### src/rtl/serial_word_adder_pkg.sv
// Shared types and sizing helpers for the word-serial adder.
// Included by the sequencer top and its bench.
package serial_word_adder_pkg;

   typedef enum logic [1:0] {
      S_IDLE,
      S_RUN,
      S_DONE
   } state_t;

   function automatic int n_words(input int data_w, input int word_w);
      return data_w / word_w;
   endfunction

   // Counter is at least one bit wide so a single-word build still has a legal vector.
   function automatic int cnt_width(input int n);
      return (n < 2) ? 1 : $clog2(n);
   endfunction

endpackage

### src/rtl/word_full_adder_chain.sv
// Combinational WIDTH-bit a+b+ci built as a ripple of 1-bit full adders.
module word_full_adder_chain #(
   parameter int WIDTH = 4
) (
   input  logic [WIDTH-1:0] i_a,
   input  logic [WIDTH-1:0] i_b,
   input  logic             i_ci,
   output logic [WIDTH-1:0] o_s,
   output logic             o_co
);

   logic [WIDTH:0] w_c;

   assign w_c[0] = i_ci;

   for (genvar g = 0; g < WIDTH; g++) begin : g_fa
      assign o_s[g]     = i_a[g] ^ i_b[g] ^ w_c[g];
      assign w_c[g + 1] = (i_a[g] & i_b[g]) | (w_c[g] & (i_a[g] ^ i_b[g]));
   end

   assign o_co = w_c[WIDTH];

endmodule

### src/rtl/serial_word_adder.sv
// Wide adder that feeds one word per cycle, LSW first, through a single word adder,
// with the word carry registered between cycles and valid/ready on both sides.
module serial_word_adder
   import serial_word_adder_pkg::*;
#(
   parameter int DATA_WIDTH = 16,
   parameter int WORD_WIDTH = 4
) (
   input  logic                  clk,
   input  logic                  rst,
   input  logic [DATA_WIDTH-1:0] in_a,
   input  logic [DATA_WIDTH-1:0] in_b,
   input  logic                  in_ci,
   input  logic                  in_vld,
   output logic                  in_rd,
   output logic [DATA_WIDTH-1:0] out_s,
   output logic                  out_co,
   output logic                  out_vld,
   input  logic                  out_rd
);

   localparam int N_WORDS = n_words(DATA_WIDTH, WORD_WIDTH);
   localparam int CNT_W   = cnt_width(N_WORDS);
   localparam logic [CNT_W-1:0] LAST_CNT = CNT_W'(N_WORDS - 1);

   state_t r_state;
   state_t w_next;

   logic [N_WORDS-1:0][WORD_WIDTH-1:0] r_a;
   logic [N_WORDS-1:0][WORD_WIDTH-1:0] r_b;
   logic [N_WORDS-1:0][WORD_WIDTH-1:0] r_s;
   logic                               r_carry;
   logic                               r_co;
   logic [CNT_W-1:0]                   r_cnt;

   logic [WORD_WIDTH-1:0] w_sum;
   logic                  w_co;
   logic                  w_last;
   logic                  w_accept;

   word_full_adder_chain #(
      .WIDTH (WORD_WIDTH)
   ) u_word_add (
      .i_a  (r_a[r_cnt]),
      .i_b  (r_b[r_cnt]),
      .i_ci (r_carry),
      .o_s  (w_sum),
      .o_co (w_co)
   );

   assign w_last   = (r_cnt == LAST_CNT);
   assign w_accept = in_vld & in_rd;

   always_comb begin
      w_next  = r_state;
      in_rd   = 1'b0;
      out_vld = 1'b0;
      case (r_state)
         S_IDLE: begin
            in_rd = 1'b1;
            if (in_vld) w_next = S_RUN;
         end
         S_RUN: begin
            if (w_last) w_next = S_DONE;
         end
         S_DONE: begin
            // A new operand set may ride in on the same cycle the result leaves.
            in_rd   = out_rd;
            out_vld = 1'b1;
            if (out_rd) w_next = in_vld ? S_RUN : S_IDLE;
         end
         default: w_next = S_IDLE;
      endcase
   end

   always_ff @(posedge clk or posedge rst) begin
      if (rst) r_state <= S_IDLE;
      else     r_state <= w_next;
   end

   always_ff @(posedge clk or posedge rst) begin
      if (rst) begin
         r_a     <= '0;
         r_b     <= '0;
         r_s     <= '0;
         r_carry <= 1'b0;
         r_co    <= 1'b0;
         r_cnt   <= '0;
      end else if (w_accept) begin
         r_a     <= in_a;
         r_b     <= in_b;
         r_carry <= in_ci;
         r_cnt   <= '0;
      end else if (r_state == S_RUN) begin
         r_s[r_cnt] <= w_sum;
         r_carry    <= w_co;
         // Counter parks on the last word; only a new accept rewinds it.
         if (w_last) r_co  <= w_co;
         else        r_cnt <= r_cnt + 1'b1;
      end
   end

   assign out_s  = r_s;
   assign out_co = r_co;

endmodule
### config.mk
export PLATFORM = sky130hd
export DESIGN_NAME = serial_word_adder
export DESIGN_NICKNAME = d
export VERILOG_FILES = /design/src/rtl/serial_word_adder_pkg.sv /design/src/rtl/word_full_adder_chain.sv /design/src/rtl/serial_word_adder.sv
export SDC_FILE = /design/constraint.sdc
export NUM_CORES = 1
export LEC_CHECK = 0
export BUFFER_PORTS_ARGS = -buffer_cell sky130_fd_sc_hd__buf_4
export CAP_MARGIN = 20
export CORE_MARGIN = 1
export CORE_UTILIZATION = 30
export CTS_BUF_LIST = sky130_fd_sc_hd__clkbuf_8
export CTS_CLUSTER_DIAMETER = 80
export DETAILED_ROUTE_END_ITERATION = 12
export GPL_TIMING_DRIVEN = 1
export HOLD_SLACK_MARGIN = 0.06
export PLACE_DENSITY = 0.46
export SLEW_MARGIN = 20
export SYNTH_ARGS = -nofsm -noshare
export SYNTH_HDL_FRONTEND = slang
export SYNTH_SLANG_ARGS = --single-unit
### constraint.sdc
create_clock -name clk -period 7.3 [get_ports clk]
set_input_delay 1.825 -clock clk [delete_from_list [all_inputs] [get_ports clk]]
set_output_delay 1.825 -clock clk [all_outputs]
set_load 0.02 [all_outputs]
* Word-level counts from Yosys, hierarchy flattened *
Index checks and enable logic that the tools add are counted.

storage, ports and cells
  register bits = 54
  latch bits = 0
  memory bits (writable) = 0
  ROM bits = 0
  input bits = 37
  output and inout port bits = 19
  word-level logic and storage cells = 74
  memories kept = 0

cells by class
  add/sub/neg operators = 1
  $mul = 0
  divide/modulo/power cells = 0
  order comparisons = 2
  equality and inequality tests = 7
  shift operators = 0
  multiplexer cells = 19
  bitwise operators = 22
  reductions and logical operators = 7

operators with widths
  kind                                                               number
  binary-select mux 4 bit (select 2 bit)                             2
  bitwise mux 16 bit                                                 1
  two-way mux 2 bit                                                  6
  two-way mux 4 bit                                                  3
  AND 1 bit                                                          9
  demux 4 bit (select 2 bit)                                         1
  XOR 1 bit                                                          8
  inequality test 2 bit, second input constant                       3
  one-hot mux 2 bit (3 select lines)                                 1
  AND reduction 3 bit                                                2
  == test 2 bit, second input constant                               2
  two-way mux 1 bit                                                  4
  bitwise OR 1 bit                                                   4
  AND reduction 2 bit                                                2
  less-than comparator 2 x 3 -> 1 bit, second input constant         1
  adder 2 x 1 -> 2 bit, second input constant                        1
  == test 2 x 1 -> 1 bit, second input constant                      1
  greater-or-equal comparator 2 x 1 -> 1 bit, second input constant  1
  logical NOT 2 bit                                                  1
  inequality test 2 x 1 -> 1 bit, second input constant              1
  one-hot mux 1 bit (2 select lines)                                 1
  nonzero test 2 bit                                                 1
  logical AND 1 bit                                                  1
  inverter 1 bit                                                     1

* Depth between registers and ports, before layout *
Gate-level depths: netlist (run 1).

  word-level depth = 13
  depth in mapped cells = 10
  gate-level depth less buffers = 9

* Modules after synthesis *
From an unflattened synthesis (run 1), not the netlist that was laid out.

second synthesis, totals
  cells, all modules = 158
  area, all modules = 2,447.3 um^2

modules (own cells, without submodules)
  module                 instances  cells an instance  area an instance (um^2)  sequential area each (um^2)
  serial_word_adder      1          144                2,329.7                  1,351.3
  word_full_adder_chain  1          14                 117.6                    0.0

* Worst setup path before layout (run 1) *
Ideal clock, no wire load.

  path kind = input -> output
  start point = in out_rd
  end point = out in_rd
  arrival time = 2.133 ns
  data required time = 5.475 ns
  setup slack = 3.342 ns
  stages = 2
  path buffers = 0
  cell sequence = nor2b_4 -> nor2_1

on the way
  word-level cells in the longest chain between the ends = 1

ends and longest elaborated chain
  what                                line                     source
  start: declaration                  serial_word_adder.sv:19  input logic out_rd
  one-hot mux 1 bit (2 select lines)  serial_word_adder.sv:58  case (r_state)
  end: declaration                    serial_word_adder.sv:15  output logic in_rd,

Every way passes these cells.

* Worst setup path in the final report (run 1) *
Ends and elaborated chain as after synthesis.

==> results of run 1 <==
[final cells by class]
cell class                 instances  area (sq um)
clock inverter                     1          30.0
sequential                        54          1350
inverter                          11          41.3
tap                              105           131
multi-input combinational         94          1090
timing repair buffer              57           428
fill                             799          5070
clock buffer                       6          82.6
[worst paths after layout]
kind	start	to	slack [ps]
max	out_rd	in_rd	3140
min	out_s[5]	out_s[5]	490
max reg2reg	r_cnt[0]	out_s[11]	4040
min reg2reg	out_s[5]	out_s[5]	490
max in group asynchronous	rst	r_cnt[1]	5130
min in group asynchronous	rst	r_a[5]	1710
[per-stage QoR]
| stage | cell area [sq um] | util (%) | hold WS (ps) | cells | worst slack (ps) |
|---|---|---|---|---|---|
| CTS | 3150 | 38.3 | 494 | 328 | 3130 |
| finish | 3150 | 38.3 | 486 | 328 | 3140 |
| detailed placement | 3040 | 37.0 | 472 | 321 | 3130 |
| global placement | 3040 | 37.0 | 468 | 321 | 3140 |
| global route | 3150 | 38.3 | 518 | 328 | 3090 |
| floorplan | 2540 | - | 476 | 166 | 3340 |
[cells by family (layout without fill, tap and decap cells)]
family	after synthesis	count (layout)	share of synthesized area, %
XOR/XNOR	1	1	0.345
multiplexers	48	48	28.7
adder cells (fa/ha/maj)	8	8	5.13
flip-flops	54	54	53.2
AO/OA/AOI/OAI	13	13	2.71
AND/OR/NAND/NOR	24	24	5.67
buffers and inverters	18	75	4.24
[registers in the layout, summed over array words and instances (netlist names)]
register,cells
r_state,2
r_a,16
r_carry,1
out_s,16
out_co,1
r_b,16
r_cnt,2
[layout by cell type, fill, tap and decap left out, types with 2 or more instances in the layout]
master,synthesis,routed
nand3b_1,4,4
clkbuf_8,0,6
inv_1,11,10
nand2_1,11,11
o21ai_0,11,11
mux4_2,8,8
fa_1,4,4
ha_1,4,4
nor2_1,2,2
mux2_2,14,14
buf_4,0,57
mux2_4,26,26
dfrtp_1,54,54
[metal layers]
layer	vias to the layer above	routed length, um
li1	687	-
met1	721	2390
met2	43	2140
met3	5	258
met4	0	39
met5	-	0
[worst reg2reg max path, stage by stage (launching register included)]
cell	delay, ps
dfrtp_1	800
mux4_2	610
fa_1	390
inv_1	70
fa_1	150
inv_1	50
fa_1	360
inv_1	80
fa_1	480
o21ai_0	190
[power groups by stage]
stage | logic, mW | clock network, mW | registers (mW)
after CTS | 0.792 | 0.213 | 0.575
after global placement | 0.786 | 0 | 0.579
after floorplan | 0.558 | 0 | 0.574
final | 0.779 | 0.203 | 0.570
after global routing | 0.860 | 0.225 | 0.597
after detailed placement | 0.789 | 0 | 0.580
==> summary.md, run 1 <==
| Metric | Value |
|---|---|
| Clk pin slew, worst setup/hold paths | `around 90 ps` |
| Largest net degree at the start of global routing | `55` |
| List of most frequent post-synthesis cells | `54 x dfrtp_1, 26 x mux2_4, 14 x mux2_2` |
| GRT Max-Usage Layer | `met2` |
| Status | `complete, no violations` |
| Clock share of power | `a little over an eighth` |
| Die ar. | `between 8000 and 9000 sq um` |
| YS warnings | `0` |
| Post-synth EDFFs | `0` |
| Mapped Area | `between 2000 and 3000 sq um` |
| Most common cell on crit path | `buf_4` |
| Setup bufs post-CTS | `0` |
| Sw Share | `between 30 and 40%` |
| Number of CTS-inserted buffers | `5` |
| Primary FF master, synth | `dfrtp_1` |
| Grt ovf | `0` |
| Routing usage on met1 | `between 10% and 20%` |
| Internal power | `0.995 mW` |
| Synth area leaders | `dfrtp_1 53%, mux2_4 15%, mux4_2 7.1%` |
| Buffers and inverters on the worst path | `2` |
| CTS H-tree lvls | `2` |
| Reg power frac | `roughly 37%` |
| Top-area cell type share of the netlist area | `a little over half` |
| Starting density of the core | `30.9%` |
| Vias per std cell | `between 4 and 5` |
| CTS root buf | `clkbuf_8` |
| Crit-path max FO | `3` |
| Crit path cell chain | `buf_4 > nor2b_4 > nor2_1 > buf_4` |
| Worst reg2reg path depth | `9` |
| Final Max Slew Viols | `0` |
| Net switching component of the power | `0.558 mW` |
| Vias | `1456` |
| Nets | `268` |
| Number of antenna-violating nets in the routed design | `0` |
| Leading area contributor after synthesis | `dfrtp_1` |
| Minimum clock period | `about 4200 ps` |
| DRC violations left | `0` |
| Top Ports | `56` |
| Fmax | `241 MHz` |
| Endpoints failing setup | `0` |
| Core region area | `about 8200 sq um` |
| Iteration count of the initial detailed-routing pass | `2` |
| Cell variety after synth | `25` |
| Synth async-reset ratio | `100%` |
| Antenna cells | `0` |
| Peak supply drop | `about 0.00015 V` |
| Gr usage total | `around an eighth` |
| Comb pwr share | `between 50% and 60%` |
| Worst EP arrival | `around 2300 ps` |
| Die height | `~94 um` |
| Post-synthesis sequential area ratio | `53.2%` |
| Number of synthesized register bits | `54` |
| RSZ-0062 raised after global routing | `false` |
| Die width | `around 94 um` |
| Hold Path Class | `reg2reg` |
| FP Rows | `33` |
| Crit. path cell count | `4` |
| Total power | `around 1.6 mW` |
| Wire per inst | `between 10 and 15 um` |
| Layout cell share with drive strength beyond 1 | `a little over half` |
| Critical path's largest stage delay | `~170 ps` |
| Final hold violations | `0` |
| DR iter-0 viols | `between 40 and 50` |
| Post-detail-place hpwl | `between 3000 and 4000 um` |
| Slowest CP cell | `buf_4` |
| Clock net sink count | `54` |
| Clock latency on the worst-skew pair | `around 300 ps` |
| Setup crit start kind | `primary input` |
| Met2 Track Usage GR | `about a fifth` |
| Max-cap violations | `0` |
| Syn Inst Count | `166` |
| Slew @ Worst Pin | `~700 ps` |
| Vias in the first global route | `around 1.6k` |
| Worst Hold Depth | `2` |
| I/O Buffers | `55` |
| Mean post-synth cell area | `~15 sq um` |
| Final worst path period share | `56.9%` |
| Hold-fix buffers, CTS | `0` |
| CTS tree | `built` |
| Synth Net Count | `around 210` |
| Clock Path Buffers | `2` |
| Cell with the most instances after synthesis | `dfrtp_1` |
| Max Clock Skew | `3.15 ps` |
| Setup_tns | `0 ps` |
| Global-route wire length before repair | `roughly 8200 um` |
| Static Leak | `approximately 1.5 nW` |
| Power density over the cells | `between 400 and 500 nW/um^2` |
| GR Layer Usage met3 | `3.40%` |
| Cts repair resizes | `0` |
| Largest delay share family, worst path | `buffers and inverters` |
| Worst setup EP type | `primary output` |
| Worst path required time | `5480 ps` |
| Area delta synth->final | `24.1%` |
| Worst setup path class | `in2out` |
| Initial antenna violation count | `0` |
| Rel. slew slack | `between 50% and 60%` |
| Final GP Congestion | `around 0.66` |
| Drt total wl | `just under 5000 um` |
(Power assumes the default switching activity.)
==> run 2, diff against run 1 <==
PLACE_DENSITY = 0.48   (was 0.46)
clock period = 3.55 ns   (was 7.3 ns; I/O delays follow)
==> summary.md, run 2 (same netlist as run 1, synthesis figures left out) <==
| Metric | Value |
|---|---|
| Final GP Congestion | `around 0.69` |
| CTS H-tree lvls | `2` |
| Layout cell share with drive strength beyond 1 | `roughly 52%` |
| Setup bufs post-CTS | `0` |
| Clock net sink count | `54` |
| Buffers and inverters on the worst path | `3` |
| Rel. slew slack | `60.7%` |
| Vias | `between 1k and 1.5k` |
| RSZ-0062 raised after global routing | `false` |
| Iteration count of the initial detailed-routing pass | `4` |
| Final Max Slew Viols | `0` |
| Largest net degree at the start of global routing | `37` |
| CTS tree | `built` |
| Clock Path Buffers | `2` |
| Clk pin slew, worst setup/hold paths | `roughly 100 ps` |
| Hold WS | `roughly 500 ps` |
| Top Ports | `56` |
| Starting density of the core | `between 30 and 40%` |
| Max-cap violations | `0` |
| Nets | `around 270` |
| Peak supply drop | `0.000318 V` |
| Hold Path Class | `reg2reg` |
| Drt total wl | `4910 um` |
| Final worst path period share | `around 82%` |
| Vias in the first global route | `roughly 1.5k` |
| Fmax | `345 MHz` |
| Slew @ Worst Pin | `590 ps` |
| Setup crit start kind | `flip-flop` |
| Power density over the cells | `996 nW/um^2` |
| Area delta synth->final | `23.9%` |
| Setup_tns | `0 ps` |
| Grt ovf | `0` |
| DRC violations left | `0` |
| Worst path required time | `approximately 3800 ps` |
| Final hold violations | `0` |
| Status | `complete, no violations` |
| Global-route wire length before repair | `~8000 um` |
| Worst setup EP type | `flip-flop` |
| Commonest non-fill, non-tap cell in the layout | `buf_4` |
| Worst setup path class | `reg2reg` |
| Die height | `94.0 um` |
| Clock latency on the worst-skew pair | `around 310 ps` |
| Slowest CP cell | `dfrtp_1` |
| FP Rows | `33` |
| Largest delay share family, worst path | `adder cells` |
| Hold-fix buffers, CTS | `0` |
| Critical path's largest stage delay | `around 670 ps` |
| Number of CTS-inserted buffers | `5` |
| Crit-path max FO | `12` |
| Core region area | `~8000 sq um` |
| Worst EP arrival | `roughly 3100 ps` |
| Minimum clock period | `roughly 2900 ps` |
| Most frequent cells in the layout | `58 x buf_4, 54 x dfrtp_1, 26 x mux2_4, 14 x mux2_2` |
| Max Clock Skew | `just under 7 ps` |
| Static Leak | `between 1 and 1.5 nW` |
| Gr usage total | `between 10% and 20%` |
| Initial antenna violation count | `0` |
| CTS root buf | `clkbuf_8` |
| Fill cells | `794` |
| Post-detail-place hpwl | `approximately 3600 um` |
| Crit path cell chain | `mux4_2 > fa_1 > inv_1 > fa_1 > inv_1 > fa_1 > inv_1 > fa_1 > o21ai_0` |
| DR iter-0 viols | `43` |
| Endpoints failing setup | `0` |
| Final Core Density | `about two fifths` |
| Wire per inst | `14.9 um` |
| Vias per std cell | `around 4.4` |
| Number of antenna-violating nets in the routed design | `0` |
| Cts repair resizes | `0` |
| Die ar. | `around 8800 sq um` |
| Die width | `roughly 94 um` |
| Antenna cells | `0` |
| Most common cell on crit path | `fa_1` |
| I/O Buffers | `55` |
## run 2: cell count changes in the layout (fill, tap and decap cells not counted)
cell / delta
clkinvlp_4: +1
bufinv_16: -1
inv_6: +1
buf_4: +1
## run 2: routing by layer
metal,GRT usage (%),up-vias,part of all wire [%]
li1,-,690,-
met1,17.7,721,51
met2,18.7,46,43
met3,2.99,4,4.8
met4,2.69,0,0.63
met5,0,-,0
## run 2: area by class of cell
cell class	instances	area (sq um)	share of cell area, %
well taps	105	131	4.18
flip-flops and latches	54	1350	43.0
repair buffers	58	435	13.8
multi-input cells	94	1090	34.5
clock inverters	2	16.3	0.517
inverters	11	41.3	1.31
clock buffers	6	82.6	2.63
## run 2: final timing paths
| kind | startpoint | end | cells past startpoint | slack, ps |
|---|---|---|---|---|
| setup / recovery | r_cnt[1] | out_s[7] | 9 | 650 |
| hold / removal | out_s[13] | out_s[13] | 2 | 500 |
| setup reg to reg | r_cnt[1] | out_s[7] | 9 | 650 |
| hold reg to reg | out_s[13] | out_s[13] | 2 | 500 |
| max in group asynchronous | rst | r_b[5] | 3 | 2160 |
| min in group asynchronous | rst | out_s[4] | 2 | 590 |
## run 2: power breakdown
part	leakage [nW]	total, mW	internal, mW	switching, mW
Sequential	0.646	1.15	0.933	0.222
Clock	0.0478	0.366	0.161	0.205
Combinational	0.774	1.61	0.889	0.722
## run 2: worst reg2reg max path, stage by stage (launching register included)
cell and delay, ps:
dfrtp_1 670, mux4_2 410, fa_1 400, inv_1 80
fa_1 150, inv_1 50, fa_1 350, inv_1 80
fa_1 460, o21ai_0 190
## run 2: stage by stage
| stage | power, mW | instances | area, sq um | worst slack [ps] |
|---|---|---|---|---|
| floorplan | 2.33 | 166 | 2540 | 665 |
| global placement | 2.80 | 322 | 3050 | 717 |
| detailed placement | 2.82 | 322 | 3050 | 644 |
| CTS | 3.19 | 330 | 3140 | 625 |
| global route | 3.41 | 330 | 3140 | 416 |
| finish | 3.13 | 330 | 3140 | 648 |
